==> src/rtl/seg_scan_rx.sv <==
// seg_scan_rx: monitor for the six-digit multiplexed seven-segment scan bus.
// Registers the scan lines and waits for each digit enable to settle. It then
// decodes the segment pattern back to BCD and assembles six-digit frames,
// which are published atomically.
module seg_scan_rx #(
  parameter int unsigned SETTLE_CYC = 4
) (
  input  logic        clk,
  input  logic        rst,
  input  logic [6:0]  i_seg,
  input  logic        i_seg_dp,
  input  logic [5:0]  i_seg_enb,
  output logic [23:0] o_digits,
  output logic [5:0]  o_dp,
  output logic        o_frame_vld,
  output logic        o_err,
  output logic [1:0]  o_err_code
);

  typedef enum logic {
    ST_IDLE,
    ST_COLLECT
  } state_t;

  localparam logic [7:0] CAP_CNT = 8'(SETTLE_CYC - 1);

  logic [6:0]  r_seg;
  logic        r_seg_dp;
  logic [5:0]  r_enb;
  logic [7:0]  r_cnt;

  state_t      r_state;
  logic [2:0]  r_exp;
  logic [23:0] r_shadow;
  logic [5:0]  r_shadow_dp;
  logic        r_commit;
  logic        r_err_p;
  logic [1:0]  r_err_c;

  logic [5:0]  w_low;
  logic        w_onehot;
  logic        w_cap;
  logic [2:0]  w_idx;
  logic [3:0]  w_dec;
  logic        w_bad;

  // Input register plus settle counter. The counter clears on the same edge
  // that loads a changed enable, so its value equals edges since that load.
  always_ff @(posedge clk or posedge rst) begin
    if (rst) begin
      r_seg    <= '0;
      r_seg_dp <= 1'b0;
      r_enb    <= '1;
      r_cnt    <= '0;
    end else begin
      r_seg    <= i_seg;
      r_seg_dp <= i_seg_dp;
      r_enb    <= i_seg_enb;
      if (i_seg_enb != r_enb) begin
        r_cnt <= '0;
      end else if (r_cnt != '1) begin
        r_cnt <= r_cnt + 8'd1;
      end
    end
  end

  // Capture qualification, enable index and segment decode.
  always_comb begin
    w_low    = ~r_enb;
    w_onehot = (w_low != '0) && ((w_low & (w_low - 6'd1)) == '0);
    w_cap    = (r_cnt == CAP_CNT) && (r_enb != '1);
    w_idx    = '0;
    for (int unsigned i = 0; i < 6; i++) begin
      if (w_low[i]) begin
        w_idx = 3'(i);
      end
    end
    w_bad = 1'b0;
    case (r_seg)
      7'h7E:   w_dec = 4'd0;
      7'h30:   w_dec = 4'd1;
      7'h6D:   w_dec = 4'd2;
      7'h79:   w_dec = 4'd3;
      7'h33:   w_dec = 4'd4;
      7'h5B:   w_dec = 4'd5;
      7'h5F:   w_dec = 4'd6;
      7'h70:   w_dec = 4'd7;
      7'h7F:   w_dec = 4'd8;
      7'h73:   w_dec = 4'd9;
      7'h00:   w_dec = 4'hF;
      default: begin
        w_dec = 4'hE;
        w_bad = 1'b1;
      end
    endcase
  end

  // Frame FSM. Captures update the shadow and stage commit/error flags, which
  // reach the outputs on the next edge so a digit-5 error and its commit
  // appear together.
  always_ff @(posedge clk or posedge rst) begin
    if (rst) begin
      r_state     <= ST_IDLE;
      r_exp       <= '0;
      r_shadow    <= '1;
      r_shadow_dp <= '0;
      r_commit    <= 1'b0;
      r_err_p     <= 1'b0;
      r_err_c     <= '0;
      o_digits    <= '1;
      o_dp        <= '0;
      o_frame_vld <= 1'b0;
      o_err       <= 1'b0;
      o_err_code  <= '0;
    end else begin
      o_frame_vld <= r_commit;
      o_err       <= r_err_p;
      if (r_err_p) begin
        o_err_code <= r_err_c;
      end
      if (r_commit) begin
        o_digits <= r_shadow;
        o_dp     <= r_shadow_dp;
      end
      r_commit <= 1'b0;
      r_err_p  <= 1'b0;

      if (w_cap) begin
        if (!w_onehot) begin
          r_err_p <= 1'b1;
          r_err_c <= 2'd2;
          r_state <= ST_IDLE;
          r_exp   <= '0;
        end else begin
          case (r_state)
            ST_IDLE: begin
              if (w_idx == 3'd0) begin
                r_shadow[3:0]  <= w_dec;
                r_shadow_dp[0] <= r_seg_dp;
                r_exp          <= 3'd1;
                r_state        <= ST_COLLECT;
                if (w_bad) begin
                  r_err_p <= 1'b1;
                  r_err_c <= 2'd1;
                end
              end
            end
            ST_COLLECT: begin
              if (w_idx == r_exp) begin
                r_shadow[{w_idx, 2'b00} +: 4] <= w_dec;
                r_shadow_dp[w_idx]            <= r_seg_dp;
                if (w_bad) begin
                  r_err_p <= 1'b1;
                  r_err_c <= 2'd1;
                end
                if (w_idx == 3'd5) begin
                  r_commit <= 1'b1;
                  r_state  <= ST_IDLE;
                  r_exp    <= '0;
                end else begin
                  r_exp <= r_exp + 3'd1;
                end
              end else begin
                // Order error takes the single error pulse even if the
                // restarting digit-0 pattern is also bad.
                r_err_p <= 1'b1;
                r_err_c <= 2'd3;
                if (w_idx == 3'd0) begin
                  r_shadow[3:0]  <= w_dec;
                  r_shadow_dp[0] <= r_seg_dp;
                  r_exp          <= 3'd1;
                end else begin
                  r_state <= ST_IDLE;
                  r_exp   <= '0;
                end
              end
            end
            default: begin
              r_state <= ST_IDLE;
              r_exp   <= '0;
            end
          endcase
        end
      end
    end
  end

endmodule

==> config.mk <==
export PLATFORM = sky130hd
export DESIGN_NAME = seg_scan_rx
export DESIGN_NICKNAME = d
export VERILOG_FILES = /design/src/rtl/seg_scan_rx.sv
export SDC_FILE = /design/constraint.sdc
export NUM_CORES = 1
export LEC_CHECK = 0
export ABC_AREA = 1
export CELL_PAD_IN_SITES_DETAIL_PLACEMENT = 1
export CELL_PAD_IN_SITES_GLOBAL_PLACEMENT = 1
export CORE_UTILIZATION = 46
export DETAILED_ROUTE_END_ITERATION = 10
export PLACE_DENSITY = 0.91
export RECOVER_POWER = 50
export SLEW_MARGIN = 20
export SYNTH_ARGS = -nofsm -noshare
export SYNTH_HDL_FRONTEND = slang
export SYNTH_SLANG_ARGS = --single-unit
export TNS_END_PERCENT = 10
==> constraint.sdc <==
create_clock -name clk -period 7.8 [get_ports clk]
set_input_delay 0.78 -clock clk [delete_from_list [all_inputs] [get_ports clk]]
set_output_delay 0.78 -clock clk [all_outputs]
set_load 0.01 [all_outputs]
==> report_table.html <==
<table>
<tr><th>Metric</th><th>Value</th></tr>
<tr><th colspan="2">Outcome</th></tr>
<tr><td>Run status</td><td>completed</td></tr>
<tr><th colspan="2">Critical path</th></tr>
<tr><td>Cell repeated most along the worst path</td><td>sky130_fd_sc_hd__nand2_1</td></tr>
<tr><td>CP bufs+invs</td><td>2</td></tr>
<tr><td>Worst R2R Start</td><td>r_enb[1]$_DFF_PP1_</td></tr>
<tr><td>Kind of launch point of the worst setup path</td><td>flip-flop</td></tr>
<tr><td>Cell class contributing the biggest share of worst-path delay</td><td>simple AND/OR/NAND/NOR gates</td></tr>
<tr><td>Critical path's largest stage delay</td><td>0.56 ns</td></tr>
<tr><td>CP Cell Sequence</td><td>inv_2, nand2_1, nand3_1, nand2_1, inv_1, ha_1, nand2_1, nor2_1, nand3_1, o21ai_1</td></tr>
<tr><td>Req. time, crit path</td><td>8.10 ns</td></tr>
<tr><td>CP Launch Point</td><td>r_enb[1]$_DFF_PP1_</td></tr>
<tr><td>Setup crit end kind</td><td>flip-flop</td></tr>
<tr><td>Worst Path Max Fanout</td><td>13</td></tr>
<tr><td>Slowest stage cell, crit path</td><td>sky130_fd_sc_hd__dfstp_2</td></tr>
<tr><td>R2R setup slack</td><td>5.38 ns</td></tr>
<tr><td>WP data arrival</td><td>2.72 ns</td></tr>
<tr><td>Worst Path Class, Setup</td><td>reg -&gt; reg</td></tr>
<tr><th colspan="2">Synth</th></tr>
<tr><td>Share of synthesized flip-flops with an asynchronous set or reset</td><td>100%</td></tr>
<tr><td>Most frequent cell after synthesis</td><td>sky130_fd_sc_hd__nand2_1</td></tr>
<tr><td>Library cells used by synthesis</td><td>34</td></tr>
<tr><td>Most used flip-flop cell after synthesis</td><td>sky130_fd_sc_hd__dfstp_2</td></tr>
<tr><td>Largest cells by area after synthesis</td><td>sky130_fd_sc_hd__dfstp_2 (31%), sky130_fd_sc_hd__dfrtp_1 (22%), sky130_fd_sc_hd__nand2_1 (12%)</td></tr>
<tr><td>Part of the Yosys area used for sequential elements</td><td>53.6%</td></tr>
<tr><td>Proportion of netlist area held by the largest area contributor</td><td>31.5%</td></tr>
<tr><td>Net count of the mapped netlist</td><td>529</td></tr>
<tr><td>Post-synth EDFFs</td><td>0</td></tr>
<tr><td>Cell type with the largest total area after synthesis</td><td>sky130_fd_sc_hd__dfstp_2</td></tr>
<tr><td>Total of flip-flops plus latches after synthesis</td><td>94</td></tr>
<tr><td>Post-synth design cell area</td><td>4510 µm²</td></tr>
<tr><td>Synth cell count leaders</td><td>sky130_fd_sc_hd__nand2_1 (139), sky130_fd_sc_hd__nor2_1 (60), sky130_fd_sc_hd__dfstp_2 (54)</td></tr>
<tr><td>Synthesis warning total</td><td>0</td></tr>
<tr><td>Synthesized area divided by synthesized cell count</td><td>8.91 µm²</td></tr>
<tr><td>Number of cells produced by synthesis</td><td>506</td></tr>
<tr><th colspan="2">GRT</th></tr>
<tr><td>Via count of the first global-routing pass</td><td>3,870</td></tr>
<tr><td>First-pass GRT wire length</td><td>18,600 µm</td></tr>
<tr><td>Pin count of the biggest net entering global routing</td><td>86</td></tr>
<tr><td>Total grt overflow</td><td>0</td></tr>
<tr><td>Number of antenna violations at the first check in global routing</td><td>0</td></tr>
<tr><td>Overall routing resource usage</td><td>24.0%</td></tr>
<tr><th colspan="2">Clock tree</th></tr>
<tr><td>H-Tree Depth</td><td>3</td></tr>
<tr><td>Post-CTS sizing</td><td>0</td></tr>
<tr><td>Number of buffers inserted during clock tree synthesis</td><td>9</td></tr>
<tr><td>TritonCTS clock tree</td><td>yes</td></tr>
<tr><td>CTS sink cnt</td><td>94</td></tr>
<tr><td>Number of buffers on the longest clock path</td><td>2</td></tr>
<tr><td>Later-pin clock latency in the skew report</td><td>0.37 ns</td></tr>
<tr><td>Buffer cell driving the clock tree root</td><td>sky130_fd_sc_hd__clkbuf_8</td></tr>
<tr><td>Register clock-pin slew on the reported worst setup and hold paths</td><td>0.10 ns</td></tr>
<tr><td>Number of setup buffers added after CTS</td><td>0</td></tr>
<tr><td>Number of buffers added to fix hold violations after cts</td><td>0</td></tr>
<tr><th colspan="2">Die</th></tr>
<tr><td>Number of standard-cell rows in the floorplan</td><td>35</td></tr>
<tr><td>Effective utilization at floorplan</td><td>48.1%</td></tr>
<tr><td>Floorplan core area</td><td>9370 µm²</td></tr>
<tr><td>Height of the chip</td><td>101 µm</td></tr>
<tr><td>Die width</td><td>101 µm</td></tr>
<tr><td>Top-level I/O count</td><td>50</td></tr>
<tr><td>Floorplan die area</td><td>10,200 µm²</td></tr>
<tr><th colspan="2">Layout</th></tr>
<tr><td>Fraction of final layout cells with drive strength greater than 1</td><td>20.6%</td></tr>
<tr><td>Core utilization of the finished layout</td><td>57.4%</td></tr>
<tr><td>Final Instance Area</td><td>5380 µm²</td></tr>
<tr><td>Area Growth Syn to Fin</td><td>19.3%</td></tr>
<tr><td>Total inserted antenna cells</td><td>0</td></tr>
<tr><td>Number of nets in the layout</td><td>585</td></tr>
<tr><th colspan="2">STA</th></tr>
<tr><td>Unrepaired setup endpoints after global routing</td><td>no</td></tr>
<tr><td>Number of max-slew violations in the final report</td><td>0</td></tr>
<tr><td>Post-route minimum period</td><td>2.42 ns</td></tr>
<tr><td>Total negative slack</td><td>0 ns</td></tr>
<tr><td>Final hold violations</td><td>0</td></tr>
<tr><td>Relative slew slack</td><td>5.83%</td></tr>
<tr><td>Slew at the pin closest to its max-slew limit</td><td>1.41 ns</td></tr>
<tr><td>Fin worst setup slack</td><td>5.38 ns</td></tr>
<tr><td>Setup clock skew after layout</td><td>0.0127 ns</td></tr>
<tr><td>Final cycle utilization of the critical path</td><td>31.0%</td></tr>
<tr><td>Total setup violations reported at the end of the flow</td><td>0</td></tr>
<tr><td>Maximum operating frequency</td><td>414 MHz</td></tr>
<tr><th colspan="2">Detailed routing</th></tr>
<tr><td>Ratio of routed vias to standard cells</td><td>5.22</td></tr>
<tr><td>Post-route DRC violation count</td><td>0</td></tr>
<tr><td>Total number of vias</td><td>3,631</td></tr>
<tr><td>WL per Instance</td><td>16.0 µm</td></tr>
<tr><td>TritonRoute pass-1 iters</td><td>4</td></tr>
<tr><td>Wire length after detailed routing</td><td>11,100 µm</td></tr>
<tr><td>Antenna violation net count after detailed routing</td><td>0</td></tr>
<tr><td>Number of DRC markers after the initial detailed-route iteration</td><td>132</td></tr>
<tr><th colspan="2">Power and ir drop</th></tr>
<tr><td>Maximum vdd ir drop</td><td>0.107 mV</td></tr>
<tr><td>Leakage power total</td><td>2.57 nW</td></tr>
<tr><td>Power Dens Cells</td><td>171 nW/µm²</td></tr>
<tr><th colspan="2">Worst hold path</th></tr>
<tr><td>Worst Min Path Start</td><td>r_err_p$_DFF_PP0_</td></tr>
<tr><td>Min-delay worst type</td><td>reg -&gt; reg</td></tr>
<tr><th colspan="2">Flow run</th></tr>
<tr><td>Max-cap violation count</td><td>0</td></tr>
<tr><th colspan="2">Placed design</th></tr>
<tr><td>Placed inst area</td><td>5160 µm²</td></tr>
<tr><td>Count of port buffers added during placement</td><td>49</td></tr>
<tr><td>Routability Congestion</td><td>0.834</td></tr>
<tr><td>Half-perimeter wire length after detailed placement</td><td>8500 µm</td></tr>
<tr><td>Pre-CTS setup slack</td><td>5.42 ns</td></tr>
</table>
layout by cell type, fill, tap and decap left out, types with 2 or more instances in the layout:
cell type,n
sky130_fd_sc_hd__nor2_1,60
sky130_fd_sc_hd__o21ai_0,6
sky130_fd_sc_hd__mux2_2,27
sky130_fd_sc_hd__nor2_4,2
sky130_fd_sc_hd__ha_1,7
sky130_fd_sc_hd__nand2_2,5
sky130_fd_sc_hd__nand3_2,2
sky130_fd_sc_hd__mux2_1,2
sky130_fd_sc_hd__inv_1,50
sky130_fd_sc_hd__dfstp_2,54
sky130_fd_sc_hd__o21ai_1,13
sky130_fd_sc_hd__clkinv_1,3
sky130_fd_sc_hd__nor3b_1,3
sky130_fd_sc_hd__dlygate4sd3_1,15
sky130_fd_sc_hd__a211oi_1,5
sky130_fd_sc_hd__nand4_1,9
sky130_fd_sc_hd__nand2_1,139
sky130_fd_sc_hd__inv_6,2
sky130_fd_sc_hd__inv_2,5
sky130_fd_sc_hd__clkbuf_8,10
sky130_fd_sc_hd__nor4_1,3
sky130_fd_sc_hd__nor3_1,12
sky130_fd_sc_hd__clkdlybuf4s50_1,34
sky130_fd_sc_hd__a21oi_1,8
sky130_fd_sc_hd__nand3_1,32
sky130_fd_sc_hd__xor2_1,2
sky130_fd_sc_hd__dfrtp_1,40
flip-flops by register name, indices dropped and copies added, names as in the netlist:
register / count
o_dp: 6
o_frame_vld: 1
o_err_code: 2
r_state: 1
r_commit: 1
r_seg_dp: 1
o_digits: 24
r_cnt: 8
r_shadow_dp: 6
r_err_p: 1
r_exp: 3
r_err_c: 2
r_enb: 6
r_shadow: 24
r_seg: 7
o_err: 1
kinds of logic (layout without fill, tap and decap cells):
logic type	Yosys count	in the layout	share of synthesized area (%)
simple gates	272	272	26.6
flops	94	94	53.6
buf+inv	65	126	5.41
compound gates	35	35	4.33
mux	30	30	7.46
fa+ha+maj	7	7	1.94
xor+xnor	3	3	0.583
layout make-up:
cell class | instances | area, µm²
inverters | 59 | 223
fillers | 1148 | 3990
well taps | 129 | 161
clock inverters | 5 | 61.3
flip-flops and latches | 94 | 2420
repair buffers | 51 | 505
clock buffers | 11 | 163
multi-input cells | 347 | 1850
metal layers:
layer	wire, µm	up-vias	global-route usage, %
met5	0	-	0
met4	188	0	8.70
met3	206	17	2.98
met2	5930	54	43.9
met1	4810	1820	29.0
li1	-	1740	-
power by group:
group,switching [mW],internal [mW]
sequential,0.00480,0.494
combinational,0.0442,0.0180
clock,0.180,0.179
final timing paths:
check	to	cells after the start
min	o_err$_DFF_PP0_	0
min reg2reg	o_err$_DFF_PP0_	0
max in group asynchronous	r_exp[2]$_DFFE_PP0P_	3
min in group asynchronous	r_seg[6]$_DFF_PP0_	2
max	r_shadow[18]$_DFFE_PP1P_	10
max reg2reg	r_shadow[18]$_DFFE_PP1P_	10
through the flow:
step / std cells / power (mW) / hold slack [ns]
after floorplan: 506 / 0.546 / 0.352
after global placement: 680 / 0.566 / 0.430
after detailed placement: 680 / 0.570 / 0.434
after CTS: 696 / 0.928 / 0.455
after global routing: 696 / 0.953 / 0.471
final: 696 / 0.919 / 0.454
No activity file was read; power rests on OpenSTA's default activity.
